$ cat src/rtl/axi_lite_arbiter.sv
// rtl/axi_lite_arbiter.sv - two-requester round-robin arbiter driving one AXI-lite master port
module axi_lite_arbiter #(
    parameter int ADDR_W = 32,
    parameter int DATA_W = 32
) (
    input  logic              clk,
    input  logic              rst,
    input  logic              req0,
    input  logic              req1,
    input  logic              we0,
    input  logic              we1,
    input  logic [ADDR_W-1:0] addr0,
    input  logic [ADDR_W-1:0] addr1,
    input  logic [DATA_W-1:0] wdata0,
    input  logic [DATA_W-1:0] wdata1,
    output logic              done0,
    output logic              done1,
    output logic [DATA_W-1:0] rdata_out,
    output logic              awvalid,
    output logic [ADDR_W-1:0] awaddr,
    input  logic              awready,
    output logic              wvalid,
    output logic [DATA_W-1:0] wdata,
    input  logic              wready,
    input  logic              bvalid,
    output logic              bready,
    output logic              arvalid,
    output logic [ADDR_W-1:0] araddr,
    input  logic              arready,
    input  logic              rvalid,
    input  logic [DATA_W-1:0] rdata,
    output logic              rready
);
    typedef enum logic [1:0] {IDLE, WR, RD, DONE} state_t;

    state_t            state;
    logic              gid;
    logic              last_grant;
    logic [ADDR_W-1:0] cmd_addr;
    logic [DATA_W-1:0] cmd_wdata;
    logic              aw_ok, w_ok, b_seen, ar_ok, r_seen;

    logic pick, sel_we, aw_acc, w_acc, ar_acc;

    // On a tie the requester that was not served last wins.
    assign pick   = (req0 && req1) ? ~last_grant : req1;
    assign sel_we = pick ? we1 : we0;
    assign aw_acc = aw_ok || (awvalid && awready);
    assign w_acc  = w_ok  || (wvalid && wready);
    assign ar_acc = ar_ok || (arvalid && arready);

    assign awaddr = cmd_addr;
    assign araddr = cmd_addr;
    assign wdata  = cmd_wdata;

    always_ff @(posedge clk) begin
        if (rst) begin
            state      <= IDLE;
            gid        <= 1'b0;
            last_grant <= 1'b1;
            cmd_addr   <= '0;
            cmd_wdata  <= '0;
            aw_ok      <= 1'b0;
            w_ok       <= 1'b0;
            b_seen     <= 1'b0;
            ar_ok      <= 1'b0;
            r_seen     <= 1'b0;
            awvalid    <= 1'b0;
            wvalid     <= 1'b0;
            bready     <= 1'b0;
            arvalid    <= 1'b0;
            rready     <= 1'b0;
            done0      <= 1'b0;
            done1      <= 1'b0;
            rdata_out  <= '0;
        end else begin
            case (state)
                IDLE: begin
                    if (req0 || req1) begin
                        gid        <= pick;
                        last_grant <= pick;
                        cmd_addr   <= pick ? addr1 : addr0;
                        cmd_wdata  <= pick ? wdata1 : wdata0;
                        if (sel_we) begin
                            state   <= WR;
                            awvalid <= 1'b1;
                            wvalid  <= 1'b1;
                            bready  <= 1'b1;
                        end else begin
                            state   <= RD;
                            arvalid <= 1'b1;
                            rready  <= 1'b1;
                        end
                    end
                end
                WR: begin
                    if (awvalid && awready) begin
                        awvalid <= 1'b0;
                        aw_ok   <= 1'b1;
                    end
                    if (wvalid && wready) begin
                        wvalid <= 1'b0;
                        w_ok   <= 1'b1;
                    end
                    // A write response may arrive before either handshake; remember it.
                    if (bvalid) b_seen <= 1'b1;
                    if (aw_acc && w_acc && (b_seen || bvalid)) begin
                        state  <= DONE;
                        bready <= 1'b0;
                        done0  <= ~gid;
                        done1  <= gid;
                    end
                end
                RD: begin
                    if (arvalid && arready) begin
                        arvalid <= 1'b0;
                        ar_ok   <= 1'b1;
                    end
                    if (rvalid) begin
                        rdata_out <= rdata;
                        r_seen    <= 1'b1;
                    end
                    if (ar_acc && (r_seen || rvalid)) begin
                        state  <= DONE;
                        rready <= 1'b0;
                        done0  <= ~gid;
                        done1  <= gid;
                    end
                end
                DONE: begin
                    done0   <= 1'b0;
                    done1   <= 1'b0;
                    aw_ok   <= 1'b0;
                    w_ok    <= 1'b0;
                    b_seen  <= 1'b0;
                    ar_ok   <= 1'b0;
                    r_seen  <= 1'b0;
                    awvalid <= 1'b0;
                    wvalid  <= 1'b0;
                    arvalid <= 1'b0;
                    state   <= IDLE;
                end
                default: state <= IDLE;
            endcase
        end
    end
endmodule
$ cat config.mk
export PLATFORM = sky130hd
export DESIGN_NAME = axi_lite_arbiter
export DESIGN_NICKNAME = d
export VERILOG_FILES = /design/src/rtl/axi_lite_arbiter.sv
export SDC_FILE = /design/constraint.sdc
export NUM_CORES = 1
export LEC_CHECK = 0
export ABC_CLOCK_PERIOD_IN_PS = 5000
export CORE_ASPECT_RATIO = 1.4
export CORE_MARGIN = 10
export CORE_UTILIZATION = 40
export CTS_CLUSTER_SIZE = 40
export DETAILED_ROUTE_END_ITERATION = 16
export GPL_TIMING_DRIVEN = 1
export PLACE_DENSITY = 0.95
export SKIP_CTS_REPAIR_TIMING = 1
export SLEW_MARGIN = 10
export SYNTH_ARGS = -nofsm -noshare
export SYNTH_HDL_FRONTEND = slang
export SYNTH_SLANG_ARGS = --single-unit
$ cat constraint.sdc
create_clock -name clk -period 5 [get_ports clk]
set_clock_uncertainty 0.15 [all_clocks]
set_input_delay 1 -clock clk [delete_from_list [all_inputs] [get_ports clk]]
set_output_delay 1 -clock clk [all_outputs]
set_load 0.005 [all_outputs]
==> results of run 1 <==
-- stage by stage --
| stage | hold WS (ns) | total power, mW | setup WS, ns | instance area (um2) |
|---|---|---|---|---|
| 6_report | 0.304 | 3.82 | 2.04 | 8180 |
| 5_1_grt | 0.321 | 4.07 | 1.89 | 8170 |
| 4_1_cts | 0.306 | 3.85 | 2.05 | 8170 |
| 3_5_place_dp | 0.296 | 3.11 | 1.72 | 7860 |
| 3_3_place_gp | 0.290 | 3.04 | 1.80 | 7860 |
| 2_1_floorplan | 0.299 | 2.27 | 2.79 | 5070 |
-- kinds of logic after synthesis --
logic type,after synthesis
multiplexers,66
flip-flops,112
buffers and inverters,79
adder cells (fa/ha/maj),5
AO/OA/AOI/OAI,142
AND/OR/NAND/NOR,158
-- metal layers --
layer	track usage, %	up-vias	share of wire, %
met3	8.50	20	11
li1	-	2444	-
met5	0	-	0
met4	6.21	0	1.9
met1	19.7	2306	36
met2	35.9	210	52
-- sequential cells by signal, indices dropped and copies added (netlist names), 2 cells and up --
signal / flops
state: 2
wdata: 32
araddr: 32
rdata_out: 32
-- where the power goes --
part / internal (mW) / total (mW) / switching [mW]
sequential: 1.14 / 1.30 / 0.166
combinational: 0.949 / 1.78 / 0.832
clock: 0.405 / 0.738 / 0.333
-- worst reg2reg max path, cell delays in order, from the launching register on --
cell and delay (ns):
dfxtp_1 0.36, inv_1 0.10, ha_1 0.45, o21a_4 0.74
buf_4 0.39, nor2_1 0.07, a211oi_1 0.27
-- final cells by class --
type,count,area [um2]
fillers,964,4200
repair buffers,309,3090
multi-input cells,371,2320
flip-flops and latches,112,2240
clock buffers,10,239
well taps,150,188
clock inverters,6,66.3
inverters,6,22.5
diodes,3,7.51
-- cell usage after synthesis --
cell       number  area [um2]
dfxtp_1       112        2240
nor2_1         74         278
nand2_1        68         255
a211oi_1       66         495
mux2i_1        66         661
a21oi_1        49         245
buf_4          34         255
clkbuf_1       27         101
o21ai_0         7        35.0
inv_1           6        22.5
buf_12          5         100
ha_1            5        62.6
buf_2           4        20.0
a311oi_1        3        26.3
a31oi_1         3        18.8
nand3_1         3        15.0
nor2b_1         3        18.8
o31ai_1         3        22.5
a22oi_1         2        15.0
buf_1           2        7.51
a211o_1         1        8.76
a21boi_0        1        7.51
a21boi_4        1        18.8
a221o_1         1        10.0
a221oi_1        1        8.76
and2_1          1        6.26
and2_2          1        7.51
buf_6           1        11.3
nand2b_1        1        6.26
nand4_1         1        6.26
nor3_1          1        5.00
nor3b_1         1        7.51
nor3b_2         1        12.5
o2111ai_1       1        8.76
o21a_1          1        7.51
o31a_1          1        8.76
o41ai_1         1        8.76
or2_2           1        6.26
or4_1           1        7.51
or4b_1          1        10.0
-- final timing paths --
check                                     end  cells past startpoint
worst max-delay path                wdata[26]                      5
worst min-delay path            rdata_out[13]                      2
worst max register to register      wdata[26]                      6
worst min register to register  rdata_out[13]                      2
==> key figures, run 1 <==
Synth
  • Synthesized instance count: between 500 and 600
  • Synth Net Count: between 700 and 800
  • Mux cell area share after synthesis: between 10% and 20%
  • Seq cells post-synth: 112
  • Synth unique cells: 40
  • Post-Synth XOR/XNOR Area: 0%
  • Sequential share of the synthesized area: around 44%
  • Ys Warns: 0
  • Synth Area in Simple Gates: between 10 and 15%
  • Post-Synth Adder-Cell Area: 1.23%
  • Mapped Area: 5070 um2
  • Complex-gate fraction of the synthesized area: about a fifth
  • Largest family of logic cells by synthesized area: compound AO/OA/AOI/OAI gates
  • Syn_area_per_cell: roughly 9.0 um2

Critical path
  • Crit. End Element: flop
  • Worst Path Arrival: just over 3 ns
  • Worst EP required: 5.09 ns
  • Worst Setup SP: req0
  • CP Launch Type: primary input
  • Worst Path Buf+Inv: 2
  • CP max stage cell: o21a_4
  • Reg2Reg Setup Slack: 2.37 ns
  • CP Max Fanout: 80
  • Worst-path cell chain: clkdlybuf4s50_1 > o21a_4 > buf_4 > nor2_1 > a211oi_1
  • Worst Path Class, Setup: primary input to flop
  • FF-to-FF Start: state[0]
  • Critical Path Max Stage Delay: approximately 0.7 ns
  • Largest delay contributor family on the critical path: buffers and inverters

Placed design
  • GP Congestion: ~0.84
  • Buffers on Ports: ~310
  • HPWL after DPL: 15.0 mm
  • DP Cell Count: about 950

Routing
  • WL per Instance: between 15 and 20 um
  • DR DRC count: 0
  • Vias post-DR: around 5000
  • Vias per Instance: 5.15
  • Pre-antenna DRT Iters: 4
  • WL final: roughly 19 mm
  • Initial drt markers: around 180
  • Post-DRT Antenna Nets: 0

Clock network
  • Clock slew at reported path FFs: ~0.070 ns
  • Clock sink count: about 110
  • CTS Buf Count: 9
  • Clk Latency, worst-skew pair: approximately 0.34 ns
  • Clk buf depth: 2
  • CTS tree: built
  • Htree depth: 3
  • Root Driver: clkbuf_16

Timing
  • Final period utilization: between 50% and 60%
  • RSZ-0062 raised after global routing: false
  • Hold Violations, Final: 0
  • Final slew viol count: 0
  • Setup TNS: 0 ns
  • Slew @ Worst Pin: approximately 1.1 ns
  • Slew headroom: 29.2%
  • Final setup fails: 0
  • Post-layout minimum cycle time: a little under 3 ns
  • Max Freq: 0.338 GHz

Final layout
  • Final Non-Filler Cells: 967
  • Fin util: 66.1%
  • Synth-to-layout area growth: 61.2%
  • Most frequent cells in the layout: 304 x clkdlybuf4s50_1, 112 x dfxtp_1, 74 x nor2_1, 68 x nand2_1
  • Commonest non-fill, non-tap cell in the layout: clkdlybuf4s50_1
  • Fraction of layout cells with a size suffix above 1: around 3.2%
  • Layout Nets: around 990

Global route
  • GRT overflow: 0
  • Largest net degree at the start of global routing: 81
  • GR Util All Layers: 19.9%
  • Vias in the first global route: between 5000 and 6000
  • First-pass GRT wire length: roughly 28 mm
  • Initial antenna violation count: 2

Die
  • Die area: ~18000 um2
  • Die Ht: 153 um
  • Initial Util: 41.0%
  • Core Footprint: ~12000 um2
  • Die Width: around 120 um
  • Row count: 48
  • IO Count: slightly above 300

Power
  • Peak VDD IR: between 0.0002 and 0.0003 V
  • P_leak: between 2 and 3 nW
  • Pwr per Cell Area: between 400 and 500 nW/um2

Job
  • Max-cap viol count: 0

Hold path
  • Worst Hold Class: flop to flop
  • Hold Path Origin: rdata_out[13]

Outcome
  • Status: finished clean
Note: power is estimated with default switching activity, not from simulation.
==> run 2: changes to the inputs <==
--- a/config.mk
+++ b/config.mk
@@ -5,14 +5,14 @@
 export SDC_FILE = /design/constraint.sdc
 export NUM_CORES = 1
 export LEC_CHECK = 0
-export ABC_CLOCK_PERIOD_IN_PS = 5000
+export ABC_CLOCK_PERIOD_IN_PS = 3000
 export CORE_ASPECT_RATIO = 1.4
 export CORE_MARGIN = 10
-export CORE_UTILIZATION = 40
+export CORE_UTILIZATION = 38
 export CTS_CLUSTER_SIZE = 40
 export DETAILED_ROUTE_END_ITERATION = 16
 export GPL_TIMING_DRIVEN = 1
-export PLACE_DENSITY = 0.95
+export PLACE_DENSITY = 0.92
 export SKIP_CTS_REPAIR_TIMING = 1
 export SLEW_MARGIN = 10
 export SYNTH_ARGS = -nofsm -noshare
==> constraint.sdc (replaced) <==
create_clock -name clk -period 3 [get_ports clk]
set_clock_uncertainty 0.15 [all_clocks]
set_input_delay 0.6 -clock clk [delete_from_list [all_inputs] [get_ports clk]]
set_output_delay 0.6 -clock clk [all_outputs]
set_load 0.005 [all_outputs]
==> run 2 against run 1 <==
  * Via count decreased by 1.5%
  * Total power increased by 71%
  * Sequential power increased by 67%
  * Sequential cell count unchanged
  * Sequential share of layout area decreased by 0.43 points
  * Register-to-register slack got worse by 1.7 ns
  * Clock power increased by 82%
  * Critical path type is now flop to flop
  * Critical endpoint is now state[1]
  * Largest cell class unchanged
  * Largest power group unchanged
  * Highest routed layer unchanged
==> key figures, run 2 (synthesized netlist as in run 1, its figures left out) <==
Outcome
  • Status: finished clean (unchanged)

Routing
  • DR DRC count: 0 (unchanged)
  • Pre-antenna DRT Iters: 4 (unchanged)
  • WL per Instance: 18.5 um (was 19.5 um)
  • Vias per Instance: 4.93 (was 5.15)
  • Initial drt markers: 249 (was 177)
  • WL final: 18.4 mm (was 18.9 mm)
  • Post-DRT Antenna Nets: 0 (unchanged)
  • Vias post-DR: 4906 (was 4980)

Power
  • P_leak: 3.04 nW (was 2.99 nW)
  • Tot Pwr: 6.54 mW (was 3.82 mW)
  • Pwr per Cell Area: 787 nW/um2 (was 467 nW/um2)
  • Peak VDD IR: 0.000609 V (was 0.000282 V)

Final layout
  • Most frequent cells in the layout: 304 x clkdlybuf4s50_1, 112 x dfxtp_1, 74 x nor2_1, 68 x nand2_1 (unchanged)
  • # diodes: 0 (was 3)
  • Commonest non-fill, non-tap cell in the layout: clkdlybuf4s50_1 (unchanged)
  • Synth-to-layout area growth: 63.8% (was 61.2%)
  • Register area: 2240 um2 (unchanged)
  • Cell area after layout: 8310 um2 (was 8180 um2)
  • Fraction of layout cells with a size suffix above 1: 3.67% (was 3.19%)
  • FILL cells: 994 (was 964)
  • Layout Nets: 989 (was 985)
  • Area of the multi-input gates: 2320 um2 (unchanged)

Critical path
  • Crit path depth: 6 (was 5)
  • Worst-path cell chain: inv_1 > ha_1 > nor3b_1 > a211oi_1 > a21oi_1 > a311oi_1 (was clkdlybuf4s50_1 > o21a_4 > buf_4 > nor2_1 > a211oi_1)
  • Worst Setup SP: state[0] (was req0)
  • Largest delay contributor family on the critical path: compound AO/OA/AOI/OAI gates (was buffers and inverters)
  • Crit. End Element: flop (unchanged)
  • CP Launch Type: flop (was primary input)
  • Worst reg-to-reg path cell count: 6 (unchanged)
  • Worst Path Arrival: 2.39 ns (was 3.05 ns)
  • CP Max Fanout: 13 (was 80)
  • Worst EP required: 3.09 ns (was 5.09 ns)
  • CP max stage cell: a211oi_1 (was o21a_4)
  • Worst Path Class, Setup: flop to flop (was primary input to flop)
  • Critical Path Max Stage Delay: 0.55 ns (was 0.70 ns)
  • Worst Path Buf+Inv: 1 (was 2)
  • FF-to-FF Start: state[0] (unchanged)

Timing
  • Setup TNS: 0 ns (unchanged)
  • Final slew viol count: 0 (unchanged)
  • Slew headroom: 51.6% (was 29.2%)
  • Final setup fails: 0 (unchanged)
  • Final WS setup: 0.699 ns (was 2.04 ns)
  • RSZ-0062 raised after global routing: false (unchanged)
  • Slew @ Worst Pin: 0.726 ns (was 1.06 ns)
  • Post-layout minimum cycle time: approximately 2.3 ns
  • Final period utilization: 76.7%
  • Hold Violations, Final: 0 (unchanged)
  • Max Freq: around 0.43 GHz

Die
  • Core Footprint: 12900 um2 (was 12400 um2)
  • Row count: 49 (was 48)
  • Die Width: 118 um (was 115 um)
  • Initial Util: 39.2% (was 41.0%)
  • Die area: 18400 um2 (was 17600 um2)
  • Die Ht: 157 um (was 153 um)
  • IO Count: 306 (unchanged)

Clock network
  • CTS tree: built (unchanged)
  • Clk buf depth: 2 (unchanged)
  • Clock slew at reported path FFs: 0.07 ns (about the same)
  • Root Driver: clkbuf_16 (unchanged)
  • Clock sink count: 112 (unchanged)
  • CTS Buf Count: 9 (unchanged)
  • Clk Latency, worst-skew pair: 0.34 ns (about the same)
  • Htree depth: 3 (unchanged)

Global route
  • GRT overflow: 0 (unchanged)
  • Vias in the first global route: 5063 (was 5051)
  • GR Util All Layers: 18.8% (was 19.9%)
  • Largest net degree at the start of global routing: 83 (was 81)
  • First-pass GRT wire length: 28.0 mm (was 27.8 mm)
  • Initial antenna violation count: 0 (was 2)

Job
  • Max-cap viol count: 0 (unchanged)

Placed design
  • Post-Place Setup Slack: 0.399 ns (was 1.72 ns)
  • GP Congestion: 0.814 (was 0.836)
  • HPWL after DPL: 14.8 mm (was 15.0 mm)
  • Buffers on Ports: 305 (unchanged)
  • Post-DP Area: 7970 um2 (was 7860 um2)

Hold path
  • Worst Hold Class: flop to flop (unchanged)
  • Hold depth: 2 (unchanged)
  • Hold Path Origin: rdata_out[0] (was rdata_out[13])
[run 2: cell types whose count changed in the layout (fill, tap and decap cells not counted), sizes merged]
cell / before / now
buf: 5 / 9
diode: 3 / 0
clkinv: 4 / 2
bufinv: 1 / 2
inv: 7 / 8
[run 2: final timing paths]
path	slack [ns]	end
max reg2reg	0.70	state[1]
max	0.70	state[1]
min	0.30	rdata_out[0]
min reg2reg	0.30	rdata_out[0]
[run 2: area by class of cell]
type                            count  area share (%)
Timing Repair Buffer              313            38.1
Multi-Input combinational cell    371            27.9
Sequential cell                   112            27.0
Clock buffer                       10            2.88
Tap cell                          178            2.68
Clock inverter                      6            1.21
Inverter                            6           0.271
[run 2: per-layer routing]
layer  part of all wire [%]  GRT usage, %  up-vias
li1                       -             -     2454
met1                     38          19.0     2209
met2                     52          34.7      212
met3                    8.0          7.24       31
met4                    2.4          5.84        0
met5                      0             0        -
[run 2: report_power, final]
group	total [mW]	switching [mW]	leakage, nW	internal (mW)
Sequential	2.17	0.271	0.923	1.90
Clock	1.34	0.572	0.167	0.771
Combinational	3.03	1.39	1.95	1.64
[run 2: through the flow]
step | util [%] | instances | hold slack, ns
global placement | 61.6 | 980 | 0.290
CTS | 64.2 | 996 | 0.306
finish | 64.2 | 996 | 0.303
detailed placement | 61.6 | 980 | 0.296
global route | 64.2 | 996 | 0.328
floorplan | - | 562 | 0.299
[run 2: worst reg2reg max path, stage by stage (launching register included)]
cell	delay, ns
dfxtp_1	0.42
inv_1	0.09
ha_1	0.35
nor3b_1	0.23
a211oi_1	0.55
a21oi_1	0.13
a311oi_1	0.29
